<file path="config.mk">
export PLATFORM = sky130hd
export DESIGN_NAME = id_ex_pipe_stage
export DESIGN_NICKNAME = d
export VERILOG_FILES = /design/src/rtl/id_ex_pkg.sv /design/src/rtl/pipe_skid_buffer.sv /design/src/rtl/id_ex_pipe_stage.sv
export SDC_FILE = /design/constraint.sdc
export NUM_CORES = 1
export LEC_CHECK = 0
export BUFFER_PORTS_ARGS = -buffer_cell sky130_fd_sc_hd__buf_4
export CORE_MARGIN = 4
export CORE_UTILIZATION = 60
export CTS_CLUSTER_SIZE = 28
export DETAILED_ROUTE_END_ITERATION = 6
export HOLD_SLACK_MARGIN = 0.06
export PLACE_DENSITY = 0.86
export SETUP_SLACK_MARGIN = 0.4
export SLEW_MARGIN = 20
export SYNTH_ARGS = -nofsm -noshare
export SYNTH_HDL_FRONTEND = slang
export SYNTH_SLANG_ARGS = --single-unit
export TNS_END_PERCENT = 10
</file>
<file path="constraint.sdc">
create_clock -name clk -period 2.7 [get_ports clk]
set_clock_uncertainty 0.15 [all_clocks]
set_input_delay 0.405 -clock clk [delete_from_list [all_inputs] [get_ports clk]]
set_output_delay 0.405 -clock clk [all_outputs]
set_load 0.01 [all_outputs]
</file>
<file path="src/rtl/id_ex_pkg.sv">
// Shared types and defaults for the ID/EX pipeline stage.
package id_ex_pkg;

    localparam int          XLEN_DEF      = 32;
    localparam int          ILEN_DEF      = 32;
    // addi x0,x0,0 -- the canonical RISC-V NOP presented for bubbles
    localparam logic [31:0] NOP_INSTR_DEF = 32'h0000_0013;

    // Stage occupancy doubles as the skid-buffer state
    typedef enum logic [1:0] {
        EMPTY = 2'd0,
        ONE   = 2'd1,
        TWO   = 2'd2
    } occ_state_t;

    // Payload layout carried through the stage (MSB first: pc ... instr)
    typedef struct packed {
        logic [XLEN_DEF-1:0] pc;
        logic [XLEN_DEF-1:0] rs1;
        logic [XLEN_DEF-1:0] rs2;
        logic [XLEN_DEF-1:0] imm;
        logic [ILEN_DEF-1:0] instr;
    } id_ex_payload_t;

    // Flat payload width for a given operand/instruction width
    function automatic int payload_w(input int xlen, input int ilen);
        return 4 * xlen + ilen;
    endfunction

endpackage

</file>
<file path="src/rtl/pipe_skid_buffer.sv">
// Generic 2-entry valid/ready skid stage with flush and a bubble fill value.
// Outputs come only from the main register; in_ready is registered.
module pipe_skid_buffer
    import id_ex_pkg::*;
#(
    parameter int W = 32
) (
    input  logic         clk,
    input  logic         rst,
    input  logic         flush,
    input  logic         in_valid,
    output logic         in_ready,
    input  logic [W-1:0] in_data,
    input  logic [W-1:0] bubble,
    output logic         out_valid,
    input  logic         out_ready,
    output logic [W-1:0] out_data,
    output logic [1:0]   occupancy
);

    occ_state_t   state_p1;
    occ_state_t   state_nxt;
    logic         rdy_p1;
    logic         rdy_nxt;
    logic [W-1:0] main_p1;
    logic [W-1:0] skid_p1;
    logic [W-1:0] main_nxt;
    logic [W-1:0] skid_nxt;
    logic         accept;
    logic         emit;

    assign accept = in_valid & rdy_p1;
    assign emit   = (state_p1 != EMPTY) & out_ready;

    // Next state and register loads; flush empties both entries and drops the input
    always_comb begin
        state_nxt = state_p1;
        main_nxt  = main_p1;
        skid_nxt  = skid_p1;
        if (flush) begin
            state_nxt = EMPTY;
            main_nxt  = bubble;
            skid_nxt  = bubble;
        end else begin
            case (state_p1)
                EMPTY: begin
                    if (accept) begin
                        state_nxt = ONE;
                        main_nxt  = in_data;
                    end
                end
                ONE: begin
                    if (accept && !emit) begin
                        state_nxt = TWO;
                        skid_nxt  = in_data;
                    end else if (accept && emit) begin
                        main_nxt  = in_data;
                    end else if (emit) begin
                        state_nxt = EMPTY;
                        main_nxt  = bubble;
                    end
                end
                TWO: begin
                    // in_ready is low here, so nothing can be accepted
                    if (emit) begin
                        state_nxt = ONE;
                        main_nxt  = skid_p1;
                        skid_nxt  = bubble;
                    end
                end
                default: begin
                    state_nxt = EMPTY;
                    main_nxt  = bubble;
                    skid_nxt  = bubble;
                end
            endcase
        end
        rdy_nxt = (state_nxt != TWO);
    end

    // Control registers: occupancy state and registered ready
    always_ff @(posedge clk) begin
        if (rst) begin
            state_p1 <= EMPTY;
            rdy_p1   <= 1'b1;
        end else begin
            state_p1 <= state_nxt;
            rdy_p1   <= rdy_nxt;
        end
    end

    // Data registers: no reset, consumers qualify them with out_valid
    always_ff @(posedge clk) begin
        main_p1 <= main_nxt;
        skid_p1 <= skid_nxt;
    end

    assign in_ready  = rdy_p1;
    assign out_valid = (state_p1 != EMPTY);
    assign out_data  = main_p1;
    assign occupancy = state_p1;

endmodule

</file>
<file path="src/rtl/id_ex_pipe_stage.sv">
// ID/EX pipeline stage: skid-buffered payload from decode to execute with
// stall, flush and NOP bubble presentation plus rd/funct3/instr[30] extraction.
module id_ex_pipe_stage
    import id_ex_pkg::*;
#(
    parameter int              XLEN      = XLEN_DEF,
    parameter int              ILEN      = ILEN_DEF,
    parameter logic [ILEN-1:0] NOP_INSTR = NOP_INSTR_DEF[ILEN-1:0]
) (
    input  logic            clk,
    input  logic            rst,
    input  logic            flush,
    input  logic            in_valid,
    output logic            in_ready,
    input  logic [XLEN-1:0] pc_in,
    input  logic [XLEN-1:0] read_data_1_in,
    input  logic [XLEN-1:0] read_data_2_in,
    input  logic [XLEN-1:0] immediate_gen_in,
    input  logic [ILEN-1:0] instruction_in,
    output logic            out_valid,
    input  logic            out_ready,
    output logic [XLEN-1:0] pc_out,
    output logic [XLEN-1:0] read_data_1_out,
    output logic [XLEN-1:0] read_data_2_out,
    output logic [XLEN-1:0] immediate_gen_out,
    output logic [ILEN-1:0] instruction_out,
    output logic [4:0]      instruction_11_7_out,
    output logic [2:0]      instruction_14_12_out,
    output logic            instruction_30_out,
    output logic [1:0]      occupancy
);

    localparam int W       = payload_w(XLEN, ILEN);
    localparam int IMM_LSB = ILEN;
    localparam int RS2_LSB = ILEN + XLEN;
    localparam int RS1_LSB = ILEN + 2 * XLEN;
    localparam int PC_LSB  = ILEN + 3 * XLEN;

    logic [W-1:0]    payload_p0;
    logic [W-1:0]    bubble;
    logic [W-1:0]    main_p1;
    logic            vld_p1;
    logic [ILEN-1:0] instr_p1;

    assign payload_p0 = {pc_in, read_data_1_in, read_data_2_in, immediate_gen_in, instruction_in};
    assign bubble     = {{(4 * XLEN){1'b0}}, NOP_INSTR};

    // ---- ID -> EX register boundary ----
    pipe_skid_buffer #(
        .W (W)
    ) u_skid (
        .clk       (clk),
        .rst       (rst),
        .flush     (flush),
        .in_valid  (in_valid),
        .in_ready  (in_ready),
        .in_data   (payload_p0),
        .bubble    (bubble),
        .out_valid (vld_p1),
        .out_ready (out_ready),
        .out_data  (main_p1),
        .occupancy (occupancy)
    );

    // Empty stage always presents a NOP with zero operands, even straight out of reset
    assign out_valid         = vld_p1;
    assign pc_out            = vld_p1 ? main_p1[PC_LSB  +: XLEN] : '0;
    assign read_data_1_out   = vld_p1 ? main_p1[RS1_LSB +: XLEN] : '0;
    assign read_data_2_out   = vld_p1 ? main_p1[RS2_LSB +: XLEN] : '0;
    assign immediate_gen_out = vld_p1 ? main_p1[IMM_LSB +: XLEN] : '0;
    assign instr_p1          = vld_p1 ? main_p1[ILEN-1:0] : NOP_INSTR;

    assign instruction_out       = instr_p1;
    assign instruction_11_7_out  = instr_p1[11:7];
    assign instruction_14_12_out = instr_p1[14:12];
    assign instruction_30_out    = instr_p1[30];

endmodule
</file>
==> run metrics, run 1 <==
final setup vio count=0; critical hold path startpoint=immediate_gen_in[8]; grt total ovfl=0; max incr delay on CP=350 ps; fillers=1858; hold crit path type=input pin to register; vias in the first global route=14600; mean cell area of the mapped netlist=9.13 um^2; Power Dens Cells=557 nW/um^2; Final HPWL DP=27600 um; Syn. warnings=0; CTS H-Tree Depth=2; CTS clk-pin slew, worst paths=60 ps; CP endpoint kind=output pin; Netlist cell types=32; antenna viol nets, final=0; Max-slew headroom=0.325; LEAKAGE=8.13 nW; wire length per cell=19.7 um; combinational family with the most area after synthesis=simple AND/OR/NAND/NOR gates; commonest non-fill, non-tap cell in the layout=buf_4; Top FF cell, synth=dfxtp_1; via count=14500; gpl congestion=0.789; fin crit period=2370 ps; Max Root-Sink Buffers=3; post-synthesis mux area share=0.191; WL final=47900 um; ys async rst share=0; syn nets=1984; Clk network pwr share=0.415; clk sink count=323; critical path launch point type=register; Starting Density=0.613; slowest cell on the critical path=dfxtp_4; Sw Ratio=0.256; initial detailed-routing violation count=1363; area added between synthesis and finish=23.9%; Comb power frac=0.143; final hold viol count=0; Slew Viols, Final=0; max-cap viol count=0; layout cell share with drive strength beyond 1=0.225; vias per cell=5.96; Critical Path AT=1820 ps; Crit Path Max Fanout=18; RSZ-0062 raised after global routing=true; I/O pin cnt=338; Reg2Reg Setup Slack=400 ps; worst endpoint required time=2140 ps; die area=30400 um^2; sequential share of the synthesized area=0.389; complex-gate fraction of the synthesized area=0.163; internal power=8.53 mW; adder-cell share of the synthesized area=0; Worst Reg-to-Reg Cells=5; Die Span Y=174 um; Syn Inst Count=1819; Core ar.=27100 um^2; Worst R2R End=u_skid.skid_p1[88]; Cells on Worst Hold Path=4; setup_tns=0 ps; first drt pass iteration count=5; Post-Synth XOR/XNOR Area=0.00105; critical path, cell by cell=or2_4, buf_6, buf_16, and2_1, buf_4; # port buffers=337; Hold Path End=u_skid.out_data[40]; final net count=2210; Horiz. Die Dim=174 um; CTS Buf Count=35; CTS Root Cell=clkbuf_16; period utilisation layout=0.878; Overall Power=11.5 mW; fmax=422 MHz; Post-Synthesis Cell Area=16600 um^2; Peak VDD IR=0.456 mV; Remaining DRCs=0; initial antenna violation count=4; simple-gate share of the synthesized area=0.201; CTS tree=done; status=finished, final reports clean; global-route wire length before repair=76000 um; Worst Tran Pin Value=1010 ps; Sw Pwr=2.94 mW; r2r startpoint=u_skid.occupancy[1]; Core Rows=60; FF+latch count, synth=323; most frequent cells in the layout=buf_4 (350), dfxtp_1 (321), mux2i_1 (317); Flop pwr share=0.442; GRT Util Overall=0.297; CP Class=register to output pin; EDFF count, synth=0; clk_lat worst skew=510 ps; pin count of the biggest net entering global routing=126
==> worst max path at each step <==
stage                     endpoint                start  slack [ps]  depth (start not counted)
2_1_floorplan  instruction_out[10]  u_skid.occupancy[1]         530                          7
3_3_place_gp    u_skid.skid_p1[84]  u_skid.occupancy[1]         440                          5
3_5_place_dp    u_skid.skid_p1[94]  u_skid.occupancy[1]         390                          5
4_1_cts        read_data_2_out[29]  u_skid.occupancy[0]         330                          5
5_1_grt        read_data_1_out[14]  u_skid.occupancy[0]         300                          5
6_report       read_data_1_out[14]  u_skid.occupancy[0]         330                          5
==> stage by stage <==
stage	cell area, um^2	setup slack, ps	util	hold slack [ps]	std cells
2_1_floorplan	16600	532	-	297	1819
3_3_place_gp	19100	444	0.706	308	2363
3_5_place_dp	19100	386	0.706	318	2363
4_1_cts	20500	326	0.757	89.6	2435
5_1_grt	20600	296	0.759	115	2438
6_report	20600	330	0.759	103	2438
==> cell usage after synthesis, types with 2 or more instances <==
| library cell | number | area share |
|---|---|---|
| nor2_1 | 312 | 0.071 |
| a21oi_1 | 4 | 0.0012 |
| buf_2 | 54 | 0.016 |
| o22a_1 | 2 | 0.0011 |
| nand2_1 | 2 | 0.00045 |
| buf_4 | 25 | 0.011 |
| nor2b_1 | 3 | 0.0011 |
| o2bb2ai_1 | 157 | 0.083 |
| nand2b_1 | 11 | 0.0041 |
| a22oi_2 | 9 | 0.0068 |
| o22ai_1 | 3 | 0.0011 |
| xnor2_1 | 2 | 0.0011 |
| nor2_2 | 9 | 0.0034 |
| and2_1 | 315 | 0.12 |
| inv_1 | 2 | 0.00045 |
| a22oi_1 | 148 | 0.067 |
| buf_6 | 2 | 0.0014 |
| mux2i_1 | 317 | 0.19 |
| dfxtp_1 | 323 | 0.39 |
| clkbuf_1 | 105 | 0.024 |
| buf_1 | 3 | 0.00068 |
==> flip-flops by register name (all words and copies together), names as in the netlist <==
register          cells
u_skid.skid_p1      160
u_skid.out_data     160
u_skid.occupancy      2
u_skid.in_ready       1
==> power groups by stage <==
stage                     sequential (mW)  combinational, mW  clock (mW)
after floorplan                      5.13               1.00           0
after global placement               5.16               1.50           0
after detailed placement             5.17               1.54           0
after CTS                            5.07               1.61        4.81
after global routing                 5.09               1.77        5.01
final                                5.07               1.63        4.76
==> logic make-up (layout without fill, tap and decap cells) <==
kind of cell / Yosys count / in the layout
other cells: 0 / 2
mux: 317 / 317
flops: 323 / 323
compound gates: 328 / 328
xor+xnor: 2 / 2
buf+inv: 192 / 436
simple gates: 657 / 658
==> worst max-delay path, delay by kind of cell (launching register included) <==
kind,cells,cell delay [ps]
buffers and inverters,3,470
DFF,1,350
and+or+nand+nor,2,480
==> layout make-up <==
type / count / area, um^2 / area share
repair buffers: 378 / 3200 / 0.155
clock inverters: 7 / 90.1 / 0.00438
inverters: 2 / 7.51 / 0.000365
diodes: 2 / 5.00 / 0.000243
well taps: 372 / 465 / 0.0226
flip-flops and latches: 323 / 6470 / 0.315
clock buffers: 49 / 1030 / 0.0501
multi-input cells: 1305 / 9310 / 0.452
==> what timing repair did <==
action	CTS	global route
cloned	5	1
resized for setup	19	7
buffers inserted	9	0
endpoints found under the setup margin	156	326
endpoints found under the hold margin	3	0
hold buffers	2	0
pin swaps	1	0
==> per-layer routing <==
metal / share of wire / track usage / vias to the layer above
met4: 0.039 / 0.124 / 4
met3: 0.074 / 0.0620 / 117
li1: - / - / 6793
met5: 0.00056 / 0 / -
met2: 0.47 / 0.485 / 575
met1: 0.42 / 0.383 / 7053
No activity file was read; power rests on OpenSTA's default activity.
==> run 2, diff against run 1 <==
RECOVER_POWER = 100   (was unset)
==> run 2 against run 1 <==
  * Critical path depth unchanged
  * Sequential power about the same
  * Sequential share of layout area increased by 0.43 points
  * Die area unchanged
  * Clock power about the same
  * Final cell count about the same
  * Clock-buffer cell count unchanged
  * Flip-flop and latch count unchanged
  * Largest power group unchanged
  * Highest routed layer unchanged
==> run metrics, run 2 (synthesis results as in run 1) <==
status=finished, final reports clean (unchanged); initial antenna violation count=4 (unchanged); CTS tree=done (unchanged); Core ar.=27100 um^2 (unchanged); Crit path max-delay family=buffers and inverters (was simple AND/OR/NAND/NOR gates); via count=14600 (was 14500); most frequent cells in the layout=dfxtp_1 (322), mux2i_1 (317), nor2_1 (312) (was buf_4 (350), dfxtp_1 (321), mux2i_1 (317)); CTS Buf Count=35 (unchanged); I/O pin cnt=338 (unchanged); Starting Density=0.613 (unchanged); Remaining DRCs=0 (unchanged); period utilisation layout=0.929 (was 0.878); Max-slew headroom=0.277 (was 0.325); area added between synthesis and finish=22.2% (was 23.9%); Reg2Reg Setup Slack=210 ps (was 400 ps); gpl congestion=0.789 (unchanged); grt total ovfl=0 (unchanged); Final HPWL DP=27600 um (unchanged); Post-Layout Cell Count=2439 (was 2438); clk_lat worst skew=510 ps (about the same); Die Span Y=174 um (unchanged); WL final=47900 um (about the same); CTS clk-pin slew, worst paths=60 ps (about the same); global-route wire length before repair=76000 um (unchanged); CTS Root Cell=clkbuf_16 (unchanged); Cells after DPL=2363 (unchanged); CP endpoint kind=output pin (unchanged); initial detailed-routing violation count=1320 (was 1363); max incr delay on CP=430 ps (was 350 ps); final setup vio count=0 (unchanged); antenna viol nets, final=0 (unchanged); Worst Tran Pin Value=1090 ps (was 1010 ps); die area=30400 um^2 (unchanged); Peak VDD IR=0.458 mV (was 0.456 mV); critical path, cell by cell=or2_4, buf_6, clkbuf_4, and2_0, buf_4 (was or2_4, buf_6, buf_16, and2_1, buf_4); Horiz. Die Dim=174 um (unchanged); cell area after layout=20300 um^2 (was 20600 um^2); Critical Path AT=1950 ps (was 1820 ps); fin crit period=2510 ps (was 2370 ps); Slew Viols, Final=0 (unchanged); Max Root-Sink Buffers=3 (unchanged); Placed Area=19100 um^2 (unchanged); GRT Util Overall=0.297 (unchanged); hold crit path type=input pin to register (unchanged); final net count=2210 (unchanged); # port buffers=337 (unchanged); clk sink count=323 (unchanged); slowest cell on the critical path=dfxtp_1 (was dfxtp_4); LEAKAGE=7.78 nW (was 8.13 nW); pin count of the biggest net entering global routing=126 (unchanged); fmax=399 MHz (was 422 MHz); RSZ-0062 raised after global routing=true (unchanged); Overall Power=11.4 mW (was 11.5 mW); max-cap viol count=0 (unchanged); wire length per cell=19.6 um (was 19.7 um); critical path launch point type=register (unchanged); worst endpoint required time=2140 ps (about the same); CTS H-Tree Depth=2 (unchanged); vias per cell=5.98 (was 5.96); setup_tns=0 ps (unchanged); Core Rows=60 (unchanged); CP Class=register to output pin (unchanged); layout cell share with drive strength beyond 1=0.193 (was 0.225); WHS=110 ps (was 103 ps); commonest non-fill, non-tap cell in the layout=dfxtp_1 (was buf_4); first drt pass iteration count=5 (unchanged); final hold viol count=0 (unchanged); Power Dens Cells=563 nW/um^2 (was 557 nW/um^2); CP bufs+invs=3 (unchanged); vias in the first global route=14600 (unchanged); Crit Path Max Fanout=19 (was 18)
==> run 2: changes by cell type in the layout (fill, tap and decap cells not counted), sizes merged <==
cell | before | now
diode | 2 | 3
clkbuf | 51 | 105
buf | 374 | 320
==> run 2: repair_timing <==
item,in CTS,in global routing
gates resized for setup,19,7
endpoints found under the hold margin,3,0
gates cloned,5,1
buffers inserted,9,0
pin swaps,1,0
setup endpoints to repair,156,326
hold buffers,2,0
==> run 2: layer usage <==
metal | routed length, um | GRT usage | vias up
met3 | 3480 | 0.0620 | 125
li1 | - | - | 6799
met4 | 1910 | 0.124 | 4
met5 | 27 | 0 | -
met2 | 22600 | 0.485 | 593
met1 | 19900 | 0.383 | 7068
==> run 2: where the power goes <==
group	switching [mW]	leakage, nW	internal (mW)	total [mW]
Sequential	0.108	2.63	4.97	5.07
Combinational	0.899	4.60	0.699	1.60
Clock	1.91	0.546	2.84	4.75
==> run 2: layout make-up <==
| type | count | area (um^2) |
|---|---|---|
| Multi-Input combinational cell | 1305 | 9230 |
| Fill cell | 1924 | 6820 |
| Sequential cell | 323 | 6470 |
| Antenna cell | 3 | 7.51 |
| Clock buffer | 49 | 1030 |
| Inverter | 2 | 7.51 |
| Timing Repair Buffer | 378 | 2990 |
| Clock inverter | 7 | 90.1 |
| Tap cell | 372 | 465 |
==> run 2: worst min-delay path: stages <==
cell	delay, ps
buf_4	90
o2bb2ai_1	100
a22oi_1	60
nor2_1	80
==> run 2: through the flow <==
| step | worst slack (ps) | utilization |
|---|---|---|
| finish | 191 | 0.748 |
| global route | 151 | 0.748 |
| CTS | 326 | 0.757 |
| detailed placement | 386 | 0.706 |
| global placement | 444 | 0.706 |
| floorplan | 532 | - |
==> run 2: path summary, 6_finish.rpt <==
check,endpoint,depth (start not counted),from
setup / recovery,instruction_out[24],5,u_skid.occupancy[1]
hold / removal,u_skid.out_data[40],4,immediate_gen_in[8]
setup reg to reg,u_skid.out_data[72],6,u_skid.occupancy[1]
hold reg to reg,u_skid.skid_p1[0],2,u_skid.skid_p1[0]
==> run 3, diff against run 2 <==
ABC_CLOCK_PERIOD_IN_PS = 2700   (was unset)
MAX_ROUTING_LAYER = met4   (was unset)
==> run 3 against run 2 <==
  * The run now ends with design-rule violations left
  * Worst hold slack worse by 7.1 ps
  * Non-clock buffer count unchanged
  * Critical path type unchanged
  * Global-route usage rose by 0.92 points
  * Largest power group unchanged
  * Clock power barely moved
==> run metrics, run 3 (synthesis results as in run 1) <==
antenna viol nets, final=0 (unchanged); critical hold path startpoint=immediate_gen_in[8] (unchanged); Horiz. Die Dim=174 um (unchanged); RSZ-0062 raised after global routing=true (unchanged); global-route wire length before repair=76100 um (was 76000 um); pin count of the biggest net entering global routing=126 (unchanged); CP Class=register to output pin (unchanged); final hold viol count=0 (unchanged); clk sink count=323 (unchanged); Die Span Y=174 um (unchanged); status=finished, violations left (was finished, final reports clean); Worst R2R End=u_skid.skid_p1[88] (was u_skid.out_data[72]); Max Root-Sink Buffers=3 (unchanged); vias in the first global route=14600 (about the same); Final HPWL DP=27600 um (unchanged); final worst slack=193 ps (was 191 ps); Reg2Reg Setup Slack=250 ps (was 210 ps); vias per cell=6.00 (was 5.98); grt total ovfl=0 (unchanged); max-cap viol count=0 (unchanged); Post-Layout Cell Count=2440 (was 2439); CTS Root Cell=clkbuf_16 (unchanged); Peak VDD IR=0.457 mV (was 0.458 mV); fmax=399 MHz (about the same); via count=14600 (about the same); cell area after layout=20300 um^2 (about the same); WHS=103 ps (was 110 ps); setup_tns=0 ps (unchanged); Placed Area=19100 um^2 (unchanged); CTS tree=done (unchanged); first drt pass iteration count=7 (was 5); area added between synthesis and finish=22.2% (about the same); initial detailed-routing violation count=1381 (was 1320); Remaining DRCs=2 (was 0); Starting Density=0.613 (unchanged); I/O pin cnt=338 (unchanged); Slew Viols, Final=0 (unchanged); wire length per cell=19.6 um (about the same); Hold Path End=u_skid.out_data[40] (unchanged); final net count=2210 (unchanged); commonest non-fill, non-tap cell in the layout=dfxtp_1 (unchanged); die area=30400 um^2 (unchanged); fin crit period=2510 ps (about the same); Overall Power=11.4 mW (about the same); LEAKAGE=7.78 nW (about the same); GRT Util Overall=0.306 (was 0.297); most frequent cells in the layout=dfxtp_1 (322), mux2i_1 (317), nor2_1 (312) (unchanged); fin util=0.749 (was 0.748); failing checks=design-rule violations; Crit Path Max Fanout=19 (unchanged); final setup vio count=0 (unchanged); Cells on Worst Hold Path=4 (unchanged); initial antenna violation count=4 (unchanged); CTS H-Tree Depth=2 (unchanged); CP endpoint kind=output pin (unchanged); r2r startpoint=u_skid.occupancy[1] (unchanged); Critical Path AT=1950 ps (about the same); Max-slew headroom=0.280 (was 0.277); period utilisation layout=0.928 (was 0.929); Core ar.=27100 um^2 (unchanged); worst endpoint required time=2140 ps (about the same); hold crit path type=input pin to register (unchanged); Power Dens Cells=563 nW/um^2 (about the same); Worst Reg-to-Reg Cells=5 (was 6); CTS Buf Count=35 (unchanged); Core Rows=60 (unchanged); # port buffers=337 (unchanged); layout cell share with drive strength beyond 1=0.193 (about the same); Worst Tran Pin Value=1080 ps (was 1090 ps); pre-CTS WS=386 ps (unchanged); gpl congestion=0.800 (was 0.789); clk_lat worst skew=510 ps (about the same); WL final=47900 um (about the same); Cells after DPL=2363 (unchanged); critical path launch point type=register (unchanged); CTS clk-pin slew, worst paths=60 ps (about the same)
-- run 3: cell count changes in the layout (fill, tap and decap cells not counted), sizes merged --
| cell | delta |
|---|---|
| diode | +1 |
| buf | +1 |
| clkbuf | -1 |
-- run 3: area by class of cell --
| class | instances | area [um^2] |
|---|---|---|
| multi-input cells | 1305 | 9220 |
| fillers | 1922 | 6820 |
| flip-flops and latches | 323 | 6470 |
| repair buffers | 378 | 2990 |
| clock buffers | 49 | 1030 |
| well taps | 372 | 465 |
| clock inverters | 7 | 90.1 |
| diodes | 4 | 10.0 |
| inverters | 2 | 7.51 |
-- run 3: how the worst max path moves through the flow --
stage | from | end | slack (ps) | cells after the start
floorplan | u_skid.occupancy[1] | instruction_out[10] | 530 | 7
global placement | u_skid.occupancy[1] | u_skid.skid_p1[84] | 440 | 5
detailed placement | u_skid.occupancy[1] | u_skid.skid_p1[94] | 390 | 5
CTS | u_skid.occupancy[0] | read_data_2_out[29] | 330 | 5
global route | u_skid.occupancy[1] | u_skid.skid_p1[92] | 150 | 5
finish | u_skid.occupancy[1] | instruction_out[24] | 190 | 5
-- run 3: timing repair --
action                                  in CTS  in global routing
endpoints found under the setup margin     156                327
setup buffers                                9                  0
endpoints found under the hold margin        3                  0
cloned                                       5                  1
gates resized for setup                     19                  8
pin swaps                                    1                  0
hold buffers                                 2                  0
-- run 3: power by group --
group | leakage [nW] | internal, mW | switching, mW
combinational | 4.60 | 0.699 | 0.901
sequential | 2.63 | 4.97 | 0.108
clock | 0.546 | 2.84 | 1.91
-- run 3: metal layers --
layer / up-vias / track usage / routed length, um
li1: 6780 / - / -
met1: 7116 / 0.389 / 20100
met2: 620 / 0.484 / 22600
met3: 114 / 0.0552 / 3350
met4: 0 / 0.124 / 1810
met5: - / - / 0
-- run 3: critical path, stage by stage, from the launching register on --
cell,delay [ps]
dfxtp_1,360
or2_4,290
buf_6,160
clkbuf_4,260
and2_0,220
buf_4,150
